<file path="src/rtl/clk_div_pkg.sv">
// Shared types and helpers for the programmable clock divider.
// Optional duty-cycle control is enabled with CLK_DIV_DUTY_EN.
package clk_div_pkg;

  typedef enum logic [1:0] {
    IDLE  = 2'd0,
    RUN   = 2'd1,
    DRAIN = 2'd2
  } state_t;

  localparam int CNT_W_DEF = 16;

  function automatic logic [31:0] clamp_div(input logic [31:0] n);
    return (n < 32'd2) ? 32'd2 : n;
  endfunction

  function automatic logic [31:0] default_high(input logic [31:0] n);
    return (n >> 1) + {31'd0, n[0]};
  endfunction

  // High time must leave at least one low cycle and one high cycle.
  function automatic logic [31:0] clamp_high(input logic [31:0] h, input logic [31:0] n);
    if (h < 32'd1)           return 32'd1;
    else if (h > n - 32'd1)  return n - 32'd1;
    else                     return h;
  endfunction

endpackage

</file>
<file path="src/rtl/clk_div_reload_ctrl.sv">
// Pending-ratio register, clamp and acknowledge for the clock divider.
// Under CLK_DIV_DUTY_EN the high time is captured and applied with the ratio.
module clk_div_reload_ctrl
  import clk_div_pkg::*;
#(
  parameter int CNT_W       = CNT_W_DEF,
  parameter int DEFAULT_DIV = 2
) (
  input  logic             i_clk,
  input  logic             i_rst,
  input  logic             i_load,
  input  logic [CNT_W-1:0] i_div,
`ifdef CLK_DIV_DUTY_EN
  input  logic [CNT_W-1:0] i_high,
`endif
  input  logic             i_apply,
  output logic             o_ack,
  output logic [CNT_W-1:0] o_div,
  output logic [CNT_W-1:0] o_high
);

  localparam logic [CNT_W-1:0] DEF_N = CNT_W'(DEFAULT_DIV);
  localparam logic [CNT_W-1:0] DEF_H = CNT_W'(default_high(32'(DEFAULT_DIV)));

  logic [CNT_W-1:0] r_pend_div, r_pend_high, r_div, r_high;
  logic             r_pend_vld, r_ack;
  logic [CNT_W-1:0] w_cap_div, w_cap_high, w_new_div, w_new_high;
  logic             w_new_vld;

  assign w_cap_div  = CNT_W'(clamp_div(32'(i_div)));
`ifdef CLK_DIV_DUTY_EN
  assign w_cap_high = CNT_W'(clamp_high(32'(i_high), 32'(w_cap_div)));
`else
  assign w_cap_high = CNT_W'(default_high(32'(w_cap_div)));
`endif

  // A load coinciding with the apply strobe bypasses the pending register.
  assign w_new_vld  = i_load | r_pend_vld;
  assign w_new_div  = i_load ? w_cap_div  : r_pend_div;
  assign w_new_high = i_load ? w_cap_high : r_pend_high;

  always_ff @(posedge i_clk or posedge i_rst) begin
    if (i_rst) begin
      r_pend_div  <= DEF_N;
      r_pend_high <= DEF_H;
      r_pend_vld  <= 1'b0;
      r_div       <= DEF_N;
      r_high      <= DEF_H;
      r_ack       <= 1'b0;
    end else begin
      r_ack <= 1'b0;
      if (i_apply && w_new_vld) begin
        r_div      <= w_new_div;
        r_high     <= w_new_high;
        r_ack      <= 1'b1;
        r_pend_vld <= 1'b0;
      end else if (i_load) begin
        r_pend_div  <= w_cap_div;
        r_pend_high <= w_cap_high;
        r_pend_vld  <= 1'b1;
      end
    end
  end

  assign o_ack  = r_ack;
  assign o_div  = r_div;
  assign o_high = r_high;

endmodule

</file>
<file path="src/rtl/clock_div_prog.sv">
// Runtime-programmable integer clock divider with glitch-free reload and drain.
// Defining CLK_DIV_DUTY_EN adds the HIGH_CYCLES port for programmable duty.
module clock_div_prog
  import clk_div_pkg::*;
#(
  parameter int CNT_W       = CNT_W_DEF,
  parameter int DEFAULT_DIV = 2
) (
  input  logic             INPUT_CLK,
  input  logic             RST,
  input  logic             EN,
  input  logic [CNT_W-1:0] DIV_VALUE,
  input  logic             DIV_LOAD,
`ifdef CLK_DIV_DUTY_EN
  input  logic [CNT_W-1:0] HIGH_CYCLES,
`endif
  output logic             DIV_ACK,
  output logic [CNT_W-1:0] ACTIVE_DIV,
  output logic             OUTPUT_CLK,
  output logic             OUTPUT_TICK
);

  state_t           r_state, w_state_nxt;
  logic [CNT_W-1:0] r_cnt, w_cnt_nxt, w_div, w_high, w_cnt_inc;
  logic             r_clk, w_clk_nxt, r_tick, w_tick_nxt;
  logic             w_wrap, w_apply;

  assign w_cnt_inc = r_cnt + CNT_W'(1);
  assign w_wrap    = (r_state != IDLE) && (r_cnt == w_div - CNT_W'(1));
  assign w_apply   = (r_state == IDLE) || w_wrap;

  clk_div_reload_ctrl #(
    .CNT_W       (CNT_W),
    .DEFAULT_DIV (DEFAULT_DIV)
  ) u_reload (
    .i_clk   (INPUT_CLK),
    .i_rst   (RST),
    .i_load  (DIV_LOAD),
    .i_div   (DIV_VALUE),
`ifdef CLK_DIV_DUTY_EN
    .i_high  (HIGH_CYCLES),
`endif
    .i_apply (w_apply),
    .o_ack   (DIV_ACK),
    .o_div   (w_div),
    .o_high  (w_high)
  );

  always_ff @(posedge INPUT_CLK or posedge RST) begin
    if (RST) begin
      r_state <= IDLE;
      r_cnt   <= '0;
      r_clk   <= 1'b0;
      r_tick  <= 1'b0;
    end else begin
      r_state <= w_state_nxt;
      r_cnt   <= w_cnt_nxt;
      r_clk   <= w_clk_nxt;
      r_tick  <= w_tick_nxt;
    end
  end

  // RUN and DRAIN count identically; EN only matters at the period wrap.
  always_comb begin
    w_state_nxt = r_state;
    w_cnt_nxt   = r_cnt;
    w_clk_nxt   = r_clk;
    w_tick_nxt  = 1'b0;
    unique case (r_state)
      IDLE: begin
        w_cnt_nxt = '0;
        w_clk_nxt = 1'b0;
        if (EN) begin
          w_state_nxt = RUN;
          w_clk_nxt   = 1'b1;
          w_tick_nxt  = 1'b1;
        end
      end
      RUN, DRAIN: begin
        if (w_wrap) begin
          w_cnt_nxt   = '0;
          w_state_nxt = EN ? RUN : IDLE;
          w_clk_nxt   = EN;
          w_tick_nxt  = EN;
        end else begin
          w_cnt_nxt   = w_cnt_inc;
          w_clk_nxt   = (w_cnt_inc < w_high);
          w_state_nxt = EN ? RUN : DRAIN;
        end
      end
      default: begin
        w_state_nxt = IDLE;
        w_cnt_nxt   = '0;
        w_clk_nxt   = 1'b0;
      end
    endcase
  end

  assign ACTIVE_DIV  = w_div;
  assign OUTPUT_CLK  = r_clk;
  assign OUTPUT_TICK = r_tick;

endmodule

</file>
<file path="config.mk">
export PLATFORM = sky130hd
export DESIGN_NAME = clock_div_prog
export DESIGN_NICKNAME = d
export VERILOG_FILES = /design/src/rtl/clk_div_pkg.sv /design/src/rtl/clk_div_reload_ctrl.sv /design/src/rtl/clock_div_prog.sv
export SDC_FILE = /design/constraint.sdc
export NUM_CORES = 1
export LEC_CHECK = 0
export CAP_MARGIN = 20
export CORE_MARGIN = 2
export CORE_UTILIZATION = 30
export CTS_BUF_LIST = sky130_fd_sc_hd__clkbuf_8
export CTS_CLUSTER_DIAMETER = 120
export DETAILED_ROUTE_END_ITERATION = 7
export MAX_ROUTING_LAYER = met4
export PLACE_DENSITY = 0.49
export RECOVER_POWER = 25
export SYNTH_ARGS = -nofsm -noshare
export SYNTH_HDL_FRONTEND = slang
export SYNTH_SLANG_ARGS = --single-unit
</file>
<file path="constraint.sdc">
create_clock -name INPUT_CLK -period 4.6 [get_ports INPUT_CLK]
set_clock_uncertainty 0.15 [all_clocks]
set_input_delay 0.69 -clock INPUT_CLK [delete_from_list [all_inputs] [get_ports INPUT_CLK]]
set_output_delay 0.69 -clock INPUT_CLK [all_outputs]
set_load 0.005 [all_outputs]
</file>
### Word-level counts from Yosys, hierarchy flattened

Index checks and enable logic that the tools add are counted.

| word-level totals | value |
|---|---|
| output and inout bits | 19 |
| ROM bits | 0 |
| flip-flop bits (word level) | 86 |
| logic and storage cells | 45 |
| memories | 0 |
| latch bits | 0 |
| bits in writable memories | 0 |
| input bits | 20 |

| operators by class | value |
|---|---|
| eq/ne operators | 4 |
| divide/modulo/power cells | 0 |
| shifts and indexed selects | 0 |
| add/subtract/negate cells | 3 |
| $mul | 0 |
| reductions and logical operators | 7 |
| magnitude comparators | 2 |
| multiplexer cells | 18 |
| bitwise gates (word level) | 1 |

Operator list:

| kind | count |
|---|---|
| 16-bit two-way mux | 5 |
| 15-bit by 1-bit adder with 16-bit output | 1 |
| 16-bit by 1-bit adder with 16-bit output (second input constant) | 1 |
| 16-bit equality test | 1 |
| 16-bit less-than comparator | 1 |
| 16-bit by 2-bit less-than comparator with 1-bit output (second input constant) | 1 |
| 16-bit by 1-bit subtractor with 16-bit output (second input constant) | 1 |
| 1-bit two-way mux | 7 |
| 2-bit two-way mux | 3 |
| 1-bit case mux with 2 select lines | 2 |
| 2-bit case mux with 2 select lines | 1 |
| 2-bit nonzero test | 2 |
| 2-bit by 1-bit equality test with 1-bit output (second input constant) | 1 |
| 2-bit equality test (second input constant) | 1 |
| 1-bit logical AND | 2 |
| 2-bit logical NOT | 1 |
| 2-bit != test (second input constant) | 1 |
| 2-bit OR reduction | 1 |
| 1-bit logical OR | 1 |
| 1-bit bitwise OR | 1 |

### Depth between registers and ports, before layout

| logic depth | value |
|---|---|
| depth after elaboration | 6 |
| depth in mapped cells | 13 |
| mapped depth without buffers | 13 |

### Hierarchy

From an unflattened synthesis, not the netlist that was laid out.

| unflattened totals | value |
|---|---|
| cell total of the unflattened synthesis | 566 |
| area total of the unflattened synthesis | 5123.7 sq um |

By module, submodules not included:

| module | times used | seq. area each (sq um) | area an instance (sq um) | cells an instance |
|---|---|---|---|---|
| clk_div_reload_ctrl | 1 | 1656.6 | 3160.5 | 334 |
| clock_div_prog | 1 | 500.5 | 1963.1 | 232 |

### Least setup slack after synthesis

No wires, ideal clock.

| path | value |
|---|---|
| path kind | reg2reg |
| from | reg u_reload.r_div[0], in the netlist u_reload.o_div[0] |
| to | reg u_reload.r_pend_div[11] |
| setup time | 0.125 ns |
| data arrival time | 3.141 ns |
| clock period less this slack | 3.416 ns |
| path slack | 1.184 ns |
| buffers on the path | 3 |
| data required time | 4.325 ns |
| stages on the path, launching flop included | 13 |
| cells stage by stage | dfrtp_1 > inv_1 > ha_1 > or3b_1 > clkbuf_1 > or3b_1 > o22ai_1 > a31oi_1 > or4_1 > o31a_1 > buf_6 > buf_12 > mux2_4 |

| between the ends | value |
|---|---|
| longest elaborated chain between the ends | 5 |

RTL lines:

| item | RTL line | source |
|---|---|---|
| start: declaration | clk_div_reload_ctrl.sv:25 | `logic [CNT_W-1:0] r_pend_div, r_pend_high, r_div, r_high;` |
| start signal: assignment | clk_div_reload_ctrl.sv:53 | `r_div <= w_new_div;` |
| 16-bit by 1-bit subtractor with 16-bit output | clock_div_prog.sv:29 | `assign w_wrap = (r_state != IDLE) && (r_cnt == w_div - CNT_W'(1));` |
| 16-bit equality test | clock_div_prog.sv:29 |  |
| 1-bit logical AND | clock_div_prog.sv:29 |  |
| 1-bit logical OR | clock_div_prog.sv:30 | `assign w_apply = (r_state == IDLE) \|\| w_wrap;` |
| 1-bit logical AND | clk_div_reload_ctrl.sv:52 | `if (i_apply && w_new_vld) begin` |
| end signal: assignment | clk_div_reload_ctrl.sv:58 | `r_pend_div <= w_cap_div;` |
| end: declaration | clk_div_reload_ctrl.sv:25 |  |

No other way between the ends.
A chain may end at the register's enable or synchronous reset.

### Worst setup path after layout

| path | value |
|---|---|
| from | reg u_reload.r_div[0], in the netlist u_reload.o_div[0] |
| to | reg u_reload.r_pend_div[10] |

The elaborated chain is that of the path after synthesis.

==> results_dict.tcl <==
set metrics [dict create \
    status "complete, but fails checks" \
    failed_checks "capacitance limit, slew limit" \
    drv_cap 1 \
    ys_seq_elements 86 \
    drive_above_1_share_pct 17.3 \
    p_leak_nw 2.58 \
    p_sw_share_pct 38.1 \
    cts_tree "built" \
    routed_via_density 5.06 \
    syn_to_final_growth_pct 14.5 \
    pwr-share-comb_pct 44.8 \
    clockRootBuffer "clkbuf_8" \
    clk_pin_slew_ps 90 \
    async_reset_ff_share_pct 100 \
    hold_buffers 0 \
    synth_area_sq_um 5370 \
    hold_viol_final 0 \
    fin_setup_tns_ps 0 \
    dr.pass1.iters 4 \
    port_buffers 38 \
    layout_commonest_cell "dfrtp_1" \
    path_cells "inv_1 > ha_1 > or3b_1 > or3b_1 > o22ai_1 > a31oi_1 > or4_1 > o31a_1 > buf_4 > mux2_4" \
    r2r_cells 10 \
    cp_max_fo 24 \
    syn_inst 531 \
    h-tree-depth 3 \
    crit_type "reg -> reg" \
    grt_pass1_wl_um 22600 \
    post-route-min-period_ps 3740 \
    cts_buffers 9 \
    dieHeight_um 138 \
    slew_viol_final 28 \
    drt_iter0_markers 216 \
    boundaryPins 39 \
    cts_max_path_buffers 2 \
    ys_warn_count 0 \
    holdPathStages 1 \
    cts.repair.resized 0 \
    dpl-instance-area_sq_um 5900 \
    clock-sinks 86 \
    ant_nets 0 \
    antenna_found_initial 0 \
    ys_seq_area_share_pct 40.2 \
    grt_max_degree 59 \
    fin_crit_sh_pct 81.3 \
    avgRoutedWirePerCell_um 17.8 \
    dieArea_sq_um 19000 \
    final_cell_area_sq_um 6150 \
    cts_setup_buffers 0 \
    synth_nets 572 \
    nNetsFinal 596 \
    synth_area_per_cell_sq_um 10.1 \
    layout_common_cells "dfrtp_1, nand2_1, mux2_2, clkdlybuf4s50_1, xnor2_1" \
    ys_types 62 \
    fp.dieW_um 138 \
    switchingPower_mw 1.39 \
    synth-edff-count 0 \
    post-route-util_pct 35.3 \
    grt-ovfl-total 0 \
    cpMaxStageDelayCell "or4_1" \
    peakVddDrop_v 0.000205 \
    antennaDiodeCount 0 \
    placeableCoreArea_sq_um 17400 \
    p_int_mw 2.26 \
    routabilityCongestion 0.819 \
    synth_ff_type "dfrtp_1" \
    num_vias 3971 \
    worstPathRequired_ps 4720 \
    p_clk_share_pct 17.2 \
    cp-start-kind "flop" \
    drc 0 \
    relSlewSlack_pct -3.13 \
    fmax_mhz 268 \
    tightest_slew_ps 1550 \
    rows 48 \
    min_path_type "reg -> reg" \
    initial_core_util_pct 30.8 \
    endpoint_kind "flop" \
    pwr-share-seq_pct 38.0 \
    arrival_ps 3860 \
    grt_use_total_pct 16.3 \
    rsz0062_at_grt "false" \
    clk_latency_ps 380 \
    slowest_delay_ps 570 \
    grt_pass1_vias 4082 \
    setup_viol 0 \
    dp_hpwl_um 10600 \
    crit_path_frequent_cell "or3b_1" \
    wl_um 13900 \
    powerDensity_nw_per_um2 593 \
]
[routing by layer]
layer / track usage [%] / part of all wire (%)
met1: 22.9 / 50
met2: 23.9 / 45
met3: 3.79 / 4.0
met4: 4.02 / 1.4
met5: - / 0
[per-stage QoR]
step	total power, mW	hold slack (ps)	setup slack, ps	instances
floorplan	2.49	323	1180	531
global route	3.94	377	676	785
detailed placement	3.03	341	536	768
global placement	3.00	341	611	768
CTS	3.67	367	523	784
finish	3.65	362	862	785
[power by group through the flow]
stage / clock network [mW] / logic (mW) / registers, mW
floorplan: 0 / 1.22 / 1.27
global placement: 0 / 1.61 / 1.39
detailed placement: 0 / 1.63 / 1.40
CTS: 0.647 / 1.64 / 1.38
global route: 0.686 / 1.82 / 1.43
finish: 0.626 / 1.63 / 1.39
[cell usage after synthesis, types with 5 or more instances]
master / instances / area share, %
dfrtp_1: 82 / 38
nand2_1: 48 / 3.4
mux2_2: 35 / 7.3
xnor2_1: 31 / 5.1
o21ai_0: 28 / 2.6
inv_1: 26 / 1.8
nor2_1: 24 / 1.7
ha_1: 21 / 4.9
mux2_4: 19 / 5.3
nor2b_1: 18 / 2.1
clkbuf_1: 17 / 1.2
a22o_1: 14 / 2.3
nand3_1: 14 / 1.3
xor2_1: 14 / 2.3
nand4_1: 13 / 1.5
a21oi_1: 12 / 1.1
nor4_1: 10 / 1.2
buf_2: 8 / 0.75
nor3_1: 8 / 0.75
and3_1: 6 / 0.70
nand2b_1: 6 / 0.70
a21o_1: 5 / 0.70
or4_1: 5 / 0.70
[worst paths after layout]
path | startpoint | endpoint | slack, ps
worst min-delay path | u_reload.o_high[8] | u_reload.o_high[8] | 360
worst min register to register | u_reload.o_high[8] | u_reload.o_high[8] | 360
max in group asynchronous | RST | u_reload.r_pend_vld | 1370
min in group asynchronous | RST | u_reload.r_pend_high[9] | 940
worst max-delay path | u_reload.o_div[0] | u_reload.r_pend_div[10] | 860
worst max register to register | u_reload.o_div[0] | u_reload.r_pend_div[10] | 860
[flip-flops by register name, summed over array words and instances (netlist names)]
| name | flops |
|---|---|
| u_reload.o_high | 16 |
| u_reload.o_ack | 1 |
| u_reload.r_pend_div | 16 |
| u_reload.r_pend_high | 16 |
| OUTPUT_CLK | 1 |
| u_reload.o_div | 16 |
| OUTPUT_TICK | 1 |
| r_cnt | 16 |
| u_reload.r_pend_vld | 1 |
| r_state | 2 |
[logic make-up (layout without fill, tap and decap cells)]
group,count (synthesis),after routing,share of synthesized area (%)
buf+inv,58,87,5.19
simple gates,175,175,17.4
mux,58,58,13.4
flops,86,86,40.2
compound gates,88,88,11.6
fa+ha+maj,21,21,4.89
xor+xnor,45,45,7.34
[critical path: cells and delay by family, from the launching register on]
kind                     cells  cell delay (ps)
adder cells (fa/ha/maj)      1              210
flip-flops                   1              470
AO/OA/AOI/OAI                3              620
AND/OR/NAND/NOR              3             1470
multiplexers                 1              340
buffers and inverters        2              350
[area by class of cell]
class / instances / area (sq um)
Tap cell: 225 / 282
Fill cell: 1756 / 11300
Multi-Input combinational cell: 387 / 2950
Clock inverter: 6 / 92.6
Timing Repair Buffer: 45 / 437
Clock buffer: 10 / 138
Sequential cell: 86 / 2160
Inverter: 26 / 98.8
No activity file was read; power rests on OpenSTA's default activity.
